--- config.mk ---
export PLATFORM = sky130hd
export DESIGN_NAME = psum_out_router
export DESIGN_NICKNAME = d
export VERILOG_FILES = /design/src/rtl/psum_out_router_pkg.sv /design/src/rtl/psum_out_router_sync_fifo.sv /design/src/rtl/psum_out_router.sv
export SDC_FILE = /design/constraint.sdc
export NUM_CORES = 1
export LEC_CHECK = 0
export ABC_AREA = 1
export BUFFER_PORTS_ARGS = -buffer_cell sky130_fd_sc_hd__buf_2
export CAP_MARGIN = 20
export CORE_MARGIN = 5
export CORE_UTILIZATION = 55
export CTS_CLUSTER_DIAMETER = 30
export DETAILED_ROUTE_END_ITERATION = 12
export MAX_ROUTING_LAYER = met4
export PLACE_DENSITY = 0.81
export SYNTH_ARGS = -nofsm -noshare
export SYNTH_HDL_FRONTEND = slang
export SYNTH_SLANG_ARGS = --single-unit
export TNS_END_PERCENT = 20
--- constraint.sdc ---
create_clock -name clk -period 9.2 [get_ports clk]
set_input_delay 0.46 -clock clk [delete_from_list [all_inputs] [get_ports clk]]
set_output_delay 0.46 -clock clk [all_outputs]
set_load 0.005 [all_outputs]
--- src/rtl/psum_out_router_pkg.sv ---
// Shared constants and route encodings for the per-column psum egress router.
// Provides the default word/counter widths, the default FIFO depth and the
// route selection enum together with small decode helpers.
package psum_out_router_pkg;

    localparam int unsigned HWC_PSUM_BUFFER_WIDTH      = 16;
    localparam int unsigned HWC_SIMD                   = 4;
    localparam int unsigned HWC_MAX_CONFIG_WIDTH       = 16;
    localparam int unsigned HWC_PSUM_ROUTER_FIFO_DEPTH = 4;

    typedef enum logic [1:0] {
        PSUM_ROUTE_GLB  = 2'b00,
        PSUM_ROUTE_NBR  = 2'b01,
        PSUM_ROUTE_BOTH = 2'b10,
        PSUM_ROUTE_DROP = 2'b11
    } psum_route_e;

    function automatic logic route_has_glb(input psum_route_e r);
        return (r == PSUM_ROUTE_GLB) || (r == PSUM_ROUTE_BOTH);
    endfunction

    function automatic logic route_has_nbr(input psum_route_e r);
        return (r == PSUM_ROUTE_NBR) || (r == PSUM_ROUTE_BOTH);
    endfunction

endpackage

--- src/rtl/psum_out_router_sync_fifo.sv ---
// Small synchronous FIFO with a synchronous flush.
// Ports: clk/rstn (sync active-low reset), flush (drop all entries),
// push/push_data (write, ignored when full), pop (read, ignored when empty),
// full/empty (from the registered count), head (oldest entry).
module psum_out_router_sync_fifo #(
    parameter int unsigned DATA_WIDTH = 64,
    parameter int unsigned DEPTH      = 4
) (
    input  logic                  clk,
    input  logic                  rstn,
    input  logic                  flush,
    input  logic                  push,
    input  logic [DATA_WIDTH-1:0] push_data,
    input  logic                  pop,
    output logic                  full,
    output logic                  empty,
    output logic [DATA_WIDTH-1:0] head
);

    localparam int unsigned PTR_W = (DEPTH > 1) ? $clog2(DEPTH) : 1;
    localparam int unsigned CNT_W = $clog2(DEPTH) + 1;

    logic [DATA_WIDTH-1:0] mem_q [DEPTH];
    logic [DATA_WIDTH-1:0] mem_d [DEPTH];
    logic [PTR_W-1:0]      wr_ptr_q, wr_ptr_d;
    logic [PTR_W-1:0]      rd_ptr_q, rd_ptr_d;
    logic [CNT_W-1:0]      count_q, count_d;
    logic                  do_push, do_pop;

    assign full    = (count_q == CNT_W'(DEPTH));
    assign empty   = (count_q == '0);
    assign head    = mem_q[rd_ptr_q];
    assign do_push = push & ~full;
    assign do_pop  = pop & ~empty;

    always_comb begin
        mem_d    = mem_q;
        wr_ptr_d = wr_ptr_q;
        rd_ptr_d = rd_ptr_q;
        count_d  = count_q;
        if (flush) begin
            wr_ptr_d = '0;
            rd_ptr_d = '0;
            count_d  = '0;
        end else begin
            if (do_push) begin
                mem_d[wr_ptr_q] = push_data;
                wr_ptr_d        = wr_ptr_q + PTR_W'(1);
            end
            if (do_pop) begin
                rd_ptr_d = rd_ptr_q + PTR_W'(1);
            end
            case ({do_push, do_pop})
                2'b10:   count_d = count_q + CNT_W'(1);
                2'b01:   count_d = count_q - CNT_W'(1);
                default: count_d = count_q;
            endcase
        end
    end

    always_ff @(posedge clk) begin
        if (!rstn) begin
            wr_ptr_q <= '0;
            rd_ptr_q <= '0;
            count_q  <= '0;
        end else begin
            wr_ptr_q <= wr_ptr_d;
            rd_ptr_q <= rd_ptr_d;
            count_q  <= count_d;
        end
    end

    // Storage carries no reset; the router masks head while the FIFO is empty.
    always_ff @(posedge clk) begin
        mem_q <= mem_d;
    end

endmodule

--- src/rtl/psum_out_router.sv ---
// Per-column partial-sum egress router.
// Buffers packed psum words from the cluster column and forwards the FIFO head
// to the GLB, the neighbour router, both, or drops it. Counts delivered words
// and pulses block_done one cycle after the last pop of each block.
// Ports: clk/rstn; conf_en/conf_rst/route_config/block_len (configuration);
// psum_in_* (cluster-side valid/ready input); glb_* and nbr_* (destination
// valid/ready outputs sharing the FIFO head as data); block_done.
module psum_out_router
    import psum_out_router_pkg::*;
#(
    parameter int unsigned DATA_WIDTH = HWC_PSUM_BUFFER_WIDTH * HWC_SIMD,
    parameter int unsigned FIFO_DEPTH = HWC_PSUM_ROUTER_FIFO_DEPTH,
    parameter int unsigned CNT_WIDTH  = HWC_MAX_CONFIG_WIDTH
) (
    input  logic                  clk,
    input  logic                  rstn,
    input  logic                  conf_en,
    input  logic                  conf_rst,
    input  logic [1:0]            route_config,
    input  logic [CNT_WIDTH-1:0]  block_len,
    input  logic [DATA_WIDTH-1:0] psum_in_data,
    input  logic                  psum_in_valid,
    output logic                  psum_in_ready,
    output logic [DATA_WIDTH-1:0] glb_data,
    output logic                  glb_valid,
    input  logic                  glb_ready,
    output logic [DATA_WIDTH-1:0] nbr_data,
    output logic                  nbr_valid,
    input  logic                  nbr_ready,
    output logic                  block_done
);

    psum_route_e           route_q, route_d;
    logic [CNT_WIDTH-1:0]  len_q, len_d;
    logic [CNT_WIDTH-1:0]  cnt_q, cnt_d;
    logic                  sent_glb_q, sent_glb_d;
    logic                  sent_nbr_q, sent_nbr_d;
    logic                  done_q, done_d;

    logic                  fifo_full, fifo_empty, fifo_push, fifo_pop;
    logic [DATA_WIDTH-1:0] fifo_head;
    logic                  sel_glb, sel_nbr, glb_hs, nbr_hs, glb_sat, nbr_sat;

    // Ready comes from the registered count only, so a same-cycle pop never
    // reopens a full FIFO.
    assign psum_in_ready = rstn & ~fifo_full;
    assign fifo_push     = psum_in_valid & psum_in_ready;

    psum_out_router_sync_fifo #(
        .DATA_WIDTH (DATA_WIDTH),
        .DEPTH      (FIFO_DEPTH)
    ) u_fifo (
        .clk       (clk),
        .rstn      (rstn),
        .flush     (conf_rst),
        .push      (fifo_push),
        .push_data (psum_in_data),
        .pop       (fifo_pop),
        .full      (fifo_full),
        .empty     (fifo_empty),
        .head      (fifo_head)
    );

    assign glb_data   = fifo_empty ? '0 : fifo_head;
    assign nbr_data   = fifo_empty ? '0 : fifo_head;
    assign block_done = done_q;

    always_comb begin
        sel_glb   = route_has_glb(route_q);
        sel_nbr   = route_has_nbr(route_q);
        glb_valid = ~fifo_empty & sel_glb & ~sent_glb_q;
        nbr_valid = ~fifo_empty & sel_nbr & ~sent_nbr_q;
        glb_hs    = glb_valid & glb_ready;
        nbr_hs    = nbr_valid & nbr_ready;
        // An unselected destination is always satisfied, so the drop route
        // pops every non-empty cycle without any valid.
        glb_sat   = ~sel_glb | sent_glb_q | glb_hs;
        nbr_sat   = ~sel_nbr | sent_nbr_q | nbr_hs;
        fifo_pop  = ~fifo_empty & glb_sat & nbr_sat;

        route_d    = route_q;
        len_d      = len_q;
        cnt_d      = cnt_q;
        sent_glb_d = sent_glb_q;
        sent_nbr_d = sent_nbr_q;
        done_d     = 1'b0;

        if (conf_rst) begin
            route_d    = PSUM_ROUTE_GLB;
            len_d      = '0;
            cnt_d      = '0;
            sent_glb_d = 1'b0;
            sent_nbr_d = 1'b0;
        end else begin
            if (fifo_pop) begin
                sent_glb_d = 1'b0;
                sent_nbr_d = 1'b0;
                if ((len_q != '0) && (cnt_q == len_q - CNT_WIDTH'(1))) begin
                    cnt_d  = '0;
                    done_d = 1'b1;
                end else begin
                    cnt_d = cnt_q + CNT_WIDTH'(1);
                end
            end else begin
                if (glb_hs) sent_glb_d = 1'b1;
                if (nbr_hs) sent_nbr_d = 1'b1;
            end
            if (conf_en && fifo_empty && !sent_glb_q && !sent_nbr_q) begin
                route_d = psum_route_e'(route_config);
                len_d   = block_len;
            end
        end
    end

    always_ff @(posedge clk) begin
        if (!rstn) begin
            route_q    <= PSUM_ROUTE_GLB;
            len_q      <= '0;
            cnt_q      <= '0;
            sent_glb_q <= 1'b0;
            sent_nbr_q <= 1'b0;
            done_q     <= 1'b0;
        end else begin
            route_q    <= route_d;
            len_q      <= len_d;
            cnt_q      <= cnt_d;
            sent_glb_q <= sent_glb_d;
            sent_nbr_q <= sent_nbr_d;
            done_q     <= done_d;
        end
    end

endmodule
## Word level (Yosys, flattened, before mapping)

Cells that the tools add are included.

- Add/sub/neg operators: 6
- Multiply operators: 0
- Div/mod/pow operators: 0
- Order comparisons: 3
- Equality and inequality tests: 6
- Shift-type cells: 0
- Muxes and demuxes: 10
- Bitwise gates (word level): 27
- Reduce and logical (&&, ||, !) cells: 17

Operators by type and width:

| operator | number |
|---|---|
| $bwmux W256 | 1 |
| $mux W64 | 4 |
| $bmux W64 S2 | 1 |
| $demux W64 S2 | 1 |
| $add A16 B1 Y16 const B | 1 |
| $eq A16 B16 Y1 | 1 |
| $mux W16 | 1 |
| $reduce_bool A16 Y1 | 1 |
| $sub A16 B1 Y16 const B | 1 |
| $and A1 B1 Y1 | 12 |
| $not A1 Y1 | 9 |
| $ge A3 B3 Y1 const B | 2 |
| $not A2 Y3 | 2 |
| $pmux W3 S2 | 1 |
| $reduce_or A3 Y1 | 2 |
| $logic_and A1 B1 Y1 | 5 |
| $add A2 B1 Y2 const B | 2 |
| $eq A2 B1 Y1 const B | 2 |
| $eq A2 B2 Y1 const B | 2 |
| $or A1 B1 Y1 | 4 |
| $add A3 B1 Y3 const B | 1 |
| $eq A3 B3 Y1 const B | 1 |
| $logic_not A3 Y1 | 1 |
| $lt A3 B1 Y1 const B | 1 |
| other kinds (8) | 10 |

- Flip-flop bits (word level): 300
- Latch bits: 0
- Bits in writable memories: 0
- Bits in read-only memories: 0
- Bits of input ports: 89
- Output and inout bits: 132
- Logic and storage cells: 82
- Memories: 0

## Depth between registers and ports, before layout

Gate-level depths: netlist of the first run.

- Depth after elaboration: 11
- Gate-level depth with buffers: 16
- Gate-level depth less buffers: 15

## Hierarchy

Synthesis of the first run repeated with hierarchy kept, for this count alone.

- Cell total of the unflattened synthesis: 1,318
- Area, all modules: 13,514.2 µm²

Modules (own cells, without submodules):

| module | times used | cells each | area each (µm²) | seq. area each (µm²) |
|---|---|---|---|---|
| psum_out_router_sync_fifo | 1 | 692 | 9,950.8 | 7,827.5 |
| psum_out_router | 1 | 626 | 3,563.4 | 740.7 |

## Worst setup path after synthesis of the first run

OpenSTA, ideal clock, no wires.

- Kind: in2reg
- Start point: input port rstn
- End point: register u_fifo.mem_q[0] in the netlist's numbering (enable)
- Data arrival time: 3.851 ns
- Data required time: 8.714 ns
- Setup slack: 4.863 ns
- Cell stages on the path: 5
- Cell sequence: inv_1 -> a31oi_1 -> nand2_1 -> or2_2 -> nor2_1

- Longest elaborated chain between the ends: 4

RTL lines:

| element | RTL line | RTL |
|---|---|---|
| start, declared | psum_out_router.sv:16 | `input logic rstn,` |
| $and A1 B1 Y1 | psum_out_router.sv:46 | `assign psum_in_ready = rstn & ~fifo_full;` |
| named net psum_in_ready | psum_out_router.sv:23 | `output logic psum_in_ready,` |
| $and A1 B1 Y1 | psum_out_router.sv:47 | `assign fifo_push = psum_in_valid & psum_in_ready;` |
| $and A1 B1 Y1 | psum_out_router_sync_fifo.sv:33 | `assign do_push = push & ~full;` |
| $reduce_and A2 Y1 (no source line) | - |  |
| end signal, assigned | psum_out_router_sync_fifo.sv:75 | `mem_q <= mem_d;` |
| end, declared | psum_out_router_sync_fifo.sv:23 | `logic [DATA_WIDTH-1:0] mem_q [DEPTH];` |

The timed path passes the listed nets, and every way through them passes these cells.
A chain may end at the register's enable or synchronous reset.

## Worst setup path after layout of the first run

- Start point: register u_fifo.rd_ptr_q[1]
- End point: output port glb_data[60]

- Longest elaborated chain between the ends: 5

RTL lines:

| element | RTL line | RTL |
|---|---|---|
| start, declared | psum_out_router_sync_fifo.sv:26 | `logic [PTR_W-1:0] rd_ptr_q, rd_ptr_d;` |
| start signal, assigned | psum_out_router_sync_fifo.sv:68 | `rd_ptr_q <= rd_ptr_d;` |
| $not A2 Y3 (implied by the code) | psum_out_router_sync_fifo.sv:32 | `assign head = mem_q[rd_ptr_q];` |
| $bmux W64 S2 | psum_out_router_sync_fifo.sv:32 |  |
| $mux W64 (implied by the code) (2 in a row) | psum_out_router_sync_fifo.sv:32 |  |
| $mux W64 | psum_out_router.sv:64 | `assign glb_data = fifo_empty ? '0 : fifo_head;` |
| end, declared | psum_out_router.sv:24 | `output logic [DATA_WIDTH-1:0] glb_data,` |

No other way between the ends. The select of a mux whose other input is x is not followed.

==> impl_metrics.csv, run 1 <==
group,metric,value,unit
placement,place.gp.congestion,0.923,
clock_network,cts.repair.resized,0,
layout,drive_gt1_frac,0.231,
pwr,ir_drop,0.159,mV
logic_synthesis,synth_seq_cells,300,
placement,hpwl,18500,µm
worst_setup_path,crit_arrival,3.02,ns
global_routing,top_usage_layer,"met2",
sta,skew,0.0153,ns
clock_network,cts_buffers,54,
worst_setup_path,max_stage_delay,0.67,ns
route,drc_errors,0,
placement,io_buffers,220,
global_routing,grt_pass1_vias,9709,
global_routing,antenna_found_initial,8,
layout,nNetsFinal,1564,
logic_synthesis,synth-main-ff-cell,"edfxtp_1",
logic_synthesis,ys_warn_count,0,
floorplanning,rows,56,
layout,syn_to_final_growth,21.6,%
logic_synthesis,avgSynthCellArea,10.2,µm²
logic_synthesis,syn_area,13200,µm²
worst_setup_path,cpMostUsedCell,"buf_4",
clock_network,cts_tree,"built",
sta,finalSetupViolations,0,
sta,final.setup.tns,0,ns
global_routing,met1_usage,0.282,
worst_setup_path,worstSetupEndpointType,"primary output",
worst_setup_path,start_kind,"flop",
floorplanning,die_w,165,µm
route,wl_per_cell,16.9,µm
route,viasPerCell,5.29,
clock_network,cts_buffer_depth,3,
clock_network,root_buffer,"clkbuf_16",
clock_network,cts_setup_buffers,0,
clock_network,clk_latency,0.54,ns
sta,slew_headroom,0.338,
global_routing,grt_pass1_wl,48100,µm
logic_synthesis,ys_types,29,
worst_setup_path,cp_slowest_cell,"buf_4",
sta,fmax,287,MHz
sta,timing.final.crit_share,0.379,
global_routing,grt_use_met3,0.0427,
min_path,min_path_cells,1,
layout,fillers,1716,
clock_network,htree_levels,2,
logic_synthesis,synth-edff-count,256,
logic_synthesis,synth_area_leaders,"edfxtp_1 58%, nor2_1 9.0%, dfxtp_1 6.7%",
floorplanning,boundaryPins,221,
global_routing,grt_usage,0.230,
sta,fin_ws,5.72,ns
run_status,status,"finished, final reports clean",
sta,tightest_slew,0.993,ns
route,vias,9716,
sta,hold_viol_final,0,
worst_setup_path,critPathLaunch,"u_fifo.rd_ptr_q[1]",
min_path,hold_start,"psum_in_data[31]",
logic_synthesis,yosysTopAreaCell,"edfxtp_1",
worst_setup_path,path_cells,"buf_4 -> inv_2 -> buf_4 -> nor2_1 -> o21ai_0 -> a21oi_1 -> buf_2",
worst_setup_path,crit_fanout,66,
worst_setup_path,r2r_cells,14,
placement,preCtsSetupSlack,6.29,ns
logic_synthesis,synth_top_area_frac,0.583,
pwr,p_leak,0.00654,µW
clock_network,cts_sinks,300,
global_routing,globalRoute.totalOverflow,0,
route,drtPass1Iterations,5,
logic_synthesis,syn_inst,1297,
floorplanning,start_util,0.560,
min_path,hp-class,"in -> reg",
worst_setup_path,r2r_setup_slack,6.44,ns
sta,rsz0062_at_grt,"false",
sta,report.final.slew_viol_count,0,
floorplanning,die-area,27200,µm²
flow_run,max_cap_viol_count,0,
pwr,power_density,232,nW/µm²
route,drtAntennaViolNets,0,
logic_synthesis,syn_nets,1397,
worst_setup_path,crit-reg2reg-launch,"route_q[0]",
logic_synthesis,synth_seq_area_share,0.650,
clock_network,hold_buffers,0,
global_routing,grt_max_degree,103,
worst_setup_path,worstSetupEndpoint,"glb_data[60]",
sta,fin_crit,3.48,ns
floorplanning,die_h,165,µm
worst_setup_path,crit_type,"reg -> out",
floorplanning,core,23500,µm²
route,dr.first_iter.drc_count,761,
logic_synthesis,async_flop_share,0,
route,wl,31000,µm
worst_setup_path,r2r-end,"u_fifo.count_q[2]",
clock_network,path_clk_slew,0.05,ns
global_routing,grt_use_met2,0.378,
worst_setup_path,required,8.74,ns
## layer usage
layer  share of wire  routed length, µm
met1            0.40              12500
met2            0.50              15400
met3           0.068               2100
met4           0.031                959
met5               0                  0
## sequential cells by signal, indices dropped and copies added (netlist names)
register / count
u_fifo.rd_ptr_q: 2
block_done: 1
u_fifo.wr_ptr_q: 2
sent_glb_q: 1
len_q: 16
sent_nbr_q: 1
route_q: 2
cnt_q: 16
u_fifo.count_q: 3
u_fifo.mem_q: 256
## power by group
group	switching, µW	internal (µW)	leakage, µW
clock	656	1360	0.000919
sequential	9.21	1500	0.00267
combinational	134	70.9	0.00295
total	798	2920	0.00654
## layout make-up
type / instances / area, µm² / area share
diodes: 8 / 20.0 / 0.00125
well taps: 319 / 399 / 0.0249
clock buffers: 62 / 1460 / 0.0907
flip-flops and latches: 300 / 8570 / 0.534
inverters: 90 / 339 / 0.0211
multi-input cells: 786 / 3610 / 0.225
clock inverters: 39 / 434 / 0.0271
repair buffers: 232 / 1210 / 0.0755
## worst max-delay path: cells and delay by family (launching register included)
family / cells / cell delay (ns)
flip-flops: 1 / 0.30
AND/OR/NAND/NOR: 1 / 0.16
buffers and inverters: 4 / 1.54
AO/OA/AOI/OAI: 2 / 0.44
## Yosys cell counts, types with 3 or more instances
| cell type | n |
|---|---|
| a21oi_1 | 94 |
| buf_1 | 8 |
| buf_4 | 64 |
| clkbuf_1 | 48 |
| dfxtp_1 | 44 |
| edfxtp_1 | 256 |
| ha_1 | 10 |
| inv_1 | 89 |
| nand2_1 | 120 |
| nand2_2 | 3 |
| nand3_1 | 38 |
| nand3b_1 | 3 |
| nand4_1 | 4 |
| nor2_1 | 315 |
| nor2_2 | 9 |
| nor3_1 | 7 |
| o21ai_0 | 160 |
| xnor2_1 | 4 |
| xor2_1 | 10 |
## cell usage in the layout, fill, tap and decap left out, types with 7 or more instances in the layout
| cell | instances |
|---|---|
| buf_2 | 220 |
| clkbuf_16 | 57 |
| nor3_1 | 7 |
| bufinv_16 | 8 |
| edfxtp_1 | 256 |
| diode_2 | 8 |
| nand2_1 | 120 |
| dfxtp_1 | 42 |
| buf_4 | 11 |
| o21ai_0 | 160 |
| clkinv_1 | 7 |
| xor2_1 | 10 |
| ha_1 | 10 |
| clkinv_2 | 12 |
| nor2_1 | 311 |
| a21oi_1 | 94 |
| inv_1 | 86 |
| nand3_1 | 38 |
| nor2_2 | 9 |
## worst min path at each step
| stage | to | slack (ns) |
|---|---|---|
| after floorplan | route_q[1] | 0.45 |
| after global placement | route_q[1] | 0.46 |
| after detailed placement | route_q[1] | 0.47 |
| after CTS | u_fifo.mem_q[159] | 0.11 |
| after global routing | u_fifo.mem_q[229] | 0.11 |
| final | u_fifo.mem_q[159] | 0.13 |
## cell families (layout without fill, tap and decap cells)
family                   after synthesis  after routing  share of synthesized area
AO/OA/AOI/OAI                        258            258                     0.0984
adder cells (fa/ha/maj)               11             11                     0.0110
XOR/XNOR                              14             14                    0.00930
buffers and inverters                211            423                     0.0788
flip-flops                           300            300                      0.650
AND/OR/NAND/NOR                      503            503                      0.153
other                                  0              8                          0
## metrics by stage
stage,power [µW],hold WS (ns),instance area [µm²],std cells,util
2_1_floorplan,1660,0.451,13200,1297,-
3_3_place_gp,1730,0.462,14100,1726,0.599
3_5_place_dp,1730,0.473,14100,1727,0.600
4_1_cts,3750,0.108,16000,1828,0.681
5_1_grt,3840,0.109,16000,1836,0.681
6_report,3720,0.129,16000,1836,0.681
(Power assumes the default switching activity.)
==> inputs of run 2 (changes only) <==
--- a/config.mk
+++ b/config.mk
@@ -9,11 +9,11 @@
 export BUFFER_PORTS_ARGS = -buffer_cell sky130_fd_sc_hd__buf_2
 export CAP_MARGIN = 20
 export CORE_MARGIN = 5
-export CORE_UTILIZATION = 55
+export CORE_UTILIZATION = 51
 export CTS_CLUSTER_DIAMETER = 30
 export DETAILED_ROUTE_END_ITERATION = 12
 export MAX_ROUTING_LAYER = met4
-export PLACE_DENSITY = 0.81
+export PLACE_DENSITY = 0.79
 export SYNTH_ARGS = -nofsm -noshare
 export SYNTH_HDL_FRONTEND = slang
 export SYNTH_SLANG_ARGS = --single-unit
==> constraint.sdc (replaced) <==
create_clock -name clk -period 3.1 [get_ports clk]
set_input_delay 0.155 -clock clk [delete_from_list [all_inputs] [get_ports clk]]
set_output_delay 0.155 -clock clk [all_outputs]
set_load 0.005 [all_outputs]
==> run 2 against run 1 <==
Net effect:
- global-route usage is 0.44 points higher
- clock skew up 0.011 ns
- combinational power rose to 3.5 times the previous value
- non-clock buffer count grew 91
- power rose to 3.1 times the previous value
- clock-buffer cell count unchanged
- critical path depth rose by 7
- critical endpoint is now u_fifo.count_q[2]
- largest power group unchanged
- highest routed layer unchanged
==> impl_metrics.csv, run 2 (synthesis results as in run 1) <==
group,metric,value,unit
run_status,status,"finished, final reports clean",
sta,timing.final.crit_share,0.854,
layout,largest_reg_flops,256,
sta,finalSetupViolations,0,
floorplanning,boundaryPins,221,
global_routing,grt_pass1_vias,10487,
route,drtAntennaViolNets,0,
worst_setup_path,r2r_cells,14,
worst_setup_path,crit_fanout,9,
clock_network,cts_tree,"built",
pwr,power_density,670,nW/µm²
worst_setup_path,start_kind,"flop",
clock_network,htree_levels,2,
route,vias,10167,
clock_network,cts_setup_buffers,0,
layout,utilization,0.676,
min_path,min_path_cells,5,
route,wl,33600,µm
sta,final.setup.tns,0,ns
worst_setup_path,crit_arrival,3.10,ns
layout,biggestRegsByFlops,"u_fifo.mem_q: 256 flops, cnt_q: 16 flops, len_q: 16 flops",
floorplanning,core,25300,µm²
sta,rsz0062_at_grt,"false",
floorplanning,die_h,171,µm
layout,fillers,1820,
sta,fmax,378,MHz
flow_run,max_cap_viol_count,0,
worst_setup_path,crit_type,"reg -> reg",
pwr,ir_drop,0.465,mV
sta,report.final.slew_viol_count,0,
sta,slew_headroom,0.424,
layout,drive_gt1_frac,0.224,
sta,skew,0.0265,ns
layout,layout_commonest_cell,"nor2_1",
route,wl_per_cell,17.3,µm
global_routing,top_usage_layer,"met2",
layout,regMostFlops,"u_fifo.mem_q",
clock_network,cts_buffer_depth,3,
min_path,hp-class,"in -> reg",
floorplanning,die_w,171,µm
worst_setup_path,required,3.55,ns
route,dr.first_iter.drc_count,868,
route,viasPerCell,5.24,
layout,nNetsFinal,1659,
global_routing,grt_pass1_wl,53100,µm
clock_network,cts.repair.resized,0,
global_routing,globalRoute.totalOverflow,0,
clock_network,clk_latency,0.59,ns
route,drtPass1Iterations,5,
global_routing,grt_use_met2,0.409,
floorplanning,start_util,0.521,
global_routing,grt_usage,0.235,
floorplanning,rows,58,
route,drc_errors,0,
pwr,p_leak,0.00699,µW
layout,syn_to_final_growth,29.9,%
global_routing,grt_max_degree,97,
layout,num_antenna_cells,0,
global_routing,grt_use_met3,0.0356,
sta,fin_crit,2.65,ns
placement,place.gp.congestion,0.882,
placement,hpwl,18700,µm
clock_network,root_buffer,"clkbuf_16",
sta,hold_viol_final,0,
sta,tightest_slew,0.865,ns
layout,final_cell_mix,"311 x nor2_1, 256 x edfxtp_1, 220 x buf_2, 160 x o21ai_0, 120 x nand2_1",
global_routing,met1_usage,0.278,
worst_setup_path,worstSetupEndpointType,"flop",
floorplanning,die-area,29200,µm²
placement,io_buffers,220,
clock_network,cts_sinks,300,
clock_network,path_clk_slew,0.04,ns
clock_network,cts_buffers,58,
global_routing,antenna_found_initial,0,
-- run 2: layer usage --
layer / up-vias / routed length [µm]
li1: 4870 / -
met1: 4791 / 13400
met2: 427 / 17200
met3: 79 / 2180
met4: 0 / 903
met5: - / 0
-- run 2: worst paths after layout --
check | endpoint | from | slack, ns
worst min-delay path | u_fifo.wr_ptr_q[1] | rstn | 0.11
worst max register to register | u_fifo.count_q[2] | route_q[0] | 0.45
worst min register to register | u_fifo.count_q[1] | u_fifo.count_q[1] | 0.49
worst max-delay path | u_fifo.count_q[2] | route_q[0] | 0.45
-- run 2: layout make-up --
| class | instances | area [µm²] | share of cell area |
|---|---|---|---|
| flip-flops and latches | 300 | 8570 | 0.500 |
| multi-input cells | 786 | 3610 | 0.211 |
| repair buffers | 323 | 2160 | 0.126 |
| clock buffers | 62 | 1470 | 0.0856 |
| clock inverters | 48 | 568 | 0.0332 |
| well taps | 330 | 413 | 0.0241 |
| inverters | 90 | 339 | 0.0198 |
-- run 2: where the power goes --
part	internal (µW)	switching (µW)	total, µW
Combinational	288	422	710
Sequential	4440	27.0	4470
Clock	4130	2170	6300
-- run 2: metrics by stage --
stage                     power, µW  instances  hold slack [ns]  setup WS, ns  instance area, µm²
after floorplan                4930       1297            0.254       -0.0946               13200
after global placement         5130       1744            0.368         0.600               14200
after detailed placement       5150       1744            0.371         0.589               14200
after CTS                     11500       1939           0.0926         0.523               17100
after global routing          11800       1939            0.149         0.214               17100
final                         11500       1939            0.112         0.452               17100
-- run 2: timing repair --
item	CTS	global route
endpoints found under the setup margin	0	0
hold buffers	85	0
hold endpoints to repair	278	0
-- run 2: critical path: stages, from the launching register on --
cell,delay [ns]
dfxtp_1,0.30
inv_1,0.07
ha_1,0.22
nor2_1,0.16
nor2_1,0.06
nand2_1,0.06
nand3_1,0.24
clkinv_1,0.27
ha_1,0.19
inv_1,0.07
fa_1,0.43
a21oi_1,0.14
o21ai_0,0.11
o21ai_0,0.16
a21oi_1,0.05
==> inputs of run 3 (changes only) <==
==> constraint.sdc (replaced) <==
create_clock -name clk -period 3.1 [get_ports clk]
set_input_delay 0.465 -clock clk [delete_from_list [all_inputs] [get_ports clk]]
set_output_delay 0.465 -clock clk [all_outputs]
set_load 0.005 [all_outputs]
==> run 3 against run 2 <==
Net effect:
- clock-buffer cell count is 2 higher
- cell count is 4.3% lower
- worst hold slack worse by 0.0012 ns
- critical path type is now reg -> out
- largest cell class unchanged
==> impl_metrics.csv, run 3 (synthesis results as in run 1) <==
group,metric,value,unit
run_status,status,"finished, final reports clean",
pwr,p_comb_frac,0.054,
worst_setup_path,crit_type,"reg -> out",
global_routing,grt_max_degree,67,
layout,regArea,8570,µm²
min_path,hp-class,"in -> reg",
pwr,p_seq_frac,0.398,
pwr,ir_drop,0.534,mV
floorplanning,die-area,29200,µm²
clock_network,hold_buffers,0,
worst_setup_path,worstSetupEndpointType,"primary output",
sta,holdWs,0.111,ns
route,wl,31100,µm
global_routing,globalRoute.totalOverflow,0,
layout,drive_gt1_frac,0.234,
pwr,p_leak,0.00661,µW
pwr,swShare,0.222,
route,wl_per_cell,16.7,µm
clock_network,cts.repair.resized,0,
pwr,pwr-share-clk,0.548,
global_routing,grt_usage,0.217,
pwr,internal_power,8740,µW
floorplanning,rows,58,
clock_network,htree_levels,2,
clock_network,cts_setup_buffers,0,
floorplanning,die_w,171,µm
clock_network,cts_sinks,300,
sta,slew_headroom,0.580,
floorplanning,core,25300,µm²
layout,regMostFlops,"u_fifo.mem_q",
placement,io_buffers,220,
route,vias,9675,
floorplanning,die_h,171,µm
global_routing,antenna_found_initial,7,
placement,place.gp.congestion,0.867,
clock_network,root_buffer,"clkbuf_16",
sta,finalSetupViolations,0,
layout,largest_reg_flops,256,
worst_setup_path,required,2.63,ns
route,drtAntennaViolNets,0,
sta,tightest_slew,0.630,ns
worst_setup_path,crit_fanout,65,
layout,fillers,1922,
floorplanning,start_util,0.521,
worst_setup_path,crit_arrival,2.42,ns
layout,layout_commonest_cell,"nor2_1",
sta,report.final.slew_viol_count,0,
flow_run,max_cap_viol_count,0,
layout,biggestRegsByFlops,"u_fifo.mem_q: 256 flops, cnt_q: 16 flops, len_q: 16 flops",
sta,fin_crit,2.88,ns
sta,timing.final.crit_share,0.930,
clock_network,path_clk_slew,0.05,ns
layout,syn_to_final_growth,23.3,%
route,drtPass1Iterations,5,
sta,rsz0062_at_grt,"false",
global_routing,grt_pass1_vias,9680,
route,viasPerCell,5.21,
floorplanning,boundaryPins,221,
sta,skew,0.0241,ns
global_routing,grt_pass1_wl,49300,µm
worst_setup_path,start_kind,"flop",
route,dr.first_iter.drc_count,762,
clock_network,cts_tree,"built",
clock_network,cts_buffer_depth,3,
pwr,power_density,691,nW/µm²
clock_network,cts_buffers,56,
pwr,p_total,11200,µW
layout,final_cell_mix,"311 x nor2_1, 256 x edfxtp_1, 220 x buf_2, 160 x o21ai_0, 120 x nand2_1",
sta,hold_viol_final,0,
pwr,power_switching,2490,µW
placement,hpwl,18800,µm
sta,fmax,347,MHz
clock_network,clk_latency,0.56,ns
layout,nNetsFinal,1572,
layout,multi_input_comb_area,3610,µm²
route,drc_errors,0,
==> run 3: changes by cell type in the layout (fill, tap and decap cells not counted), moves of 3 or more <==
cell | before | now
diode_2 | 0 | 9
dlygate4sd3_1 | 85 | 0
clkinv_1 | 10 | 6
clkinv_2 | 9 | 5
inv_6 | 4 | 7
clkinv_4 | 7 | 4
buf_4 | 12 | 9
==> run 3: power groups by stage <==
stage          registers [µW]  clock network, µW  logic [µW]
2_1_floorplan            4540                  0         393
3_3_place_gp             4540                  0         586
3_5_place_dp             4540                  0         604
4_1_cts                  4470               6230         610
5_1_grt                  4470               6460         690
6_report                 4470               6150         607
==> run 3: path summary, 6_finish.rpt <==
path                                    startpoint           endpoint  slack (ns)  cells past startpoint
worst min-delay path              psum_in_data[39]  u_fifo.mem_q[103]        0.11                      1
worst max-delay path            u_fifo.rd_ptr_q[1]        glb_data[0]        0.22                      6
worst max register to register          route_q[1]  u_fifo.count_q[2]        0.49                     12
worst min register to register   u_fifo.count_q[2]  u_fifo.count_q[2]        0.49                      2
==> run 3: cell type report <==
class / count / area share
Antenna cell: 9 / 0.00139
Clock buffer: 64 / 0.0900
Clock inverter: 39 / 0.0307
Inverter: 90 / 0.0209
Multi-Input combinational cell: 786 / 0.222
Sequential cell: 300 / 0.527
Tap cell: 330 / 0.0254
Timing Repair Buffer: 238 / 0.0824
==> run 3: critical path, cell delays in order (launching register included) <==
cell,delay [ns]
dfxtp_2,0.72
inv_2,0.09
buf_12,0.20
nor2_1,0.16
o21ai_0,0.09
a21oi_1,0.31
buf_2,0.19
==> run 3: per-layer routing <==
layer,global-route usage,vias to the layer above,routed length [µm]
met4,0.0771,0,821
li1,-,4699,-
met3,0.0439,73,2120
met5,-,-,0
met2,0.363,341,15500
met1,0.264,4562,12600
==> run 3: stage by stage <==
step	cell area, µm²	worst slack, ns	std cells	TNS (ns)	utilization
floorplan	13200	-0.192	1297	-49.08	-
global placement	14300	0.593	1744	0	0.563
detailed placement	14300	0.516	1744	0	0.563
CTS	16200	0.0755	1847	0	0.641
global route	16300	0.0436	1854	0	0.642
finish	16300	0.217	1856	0	0.642
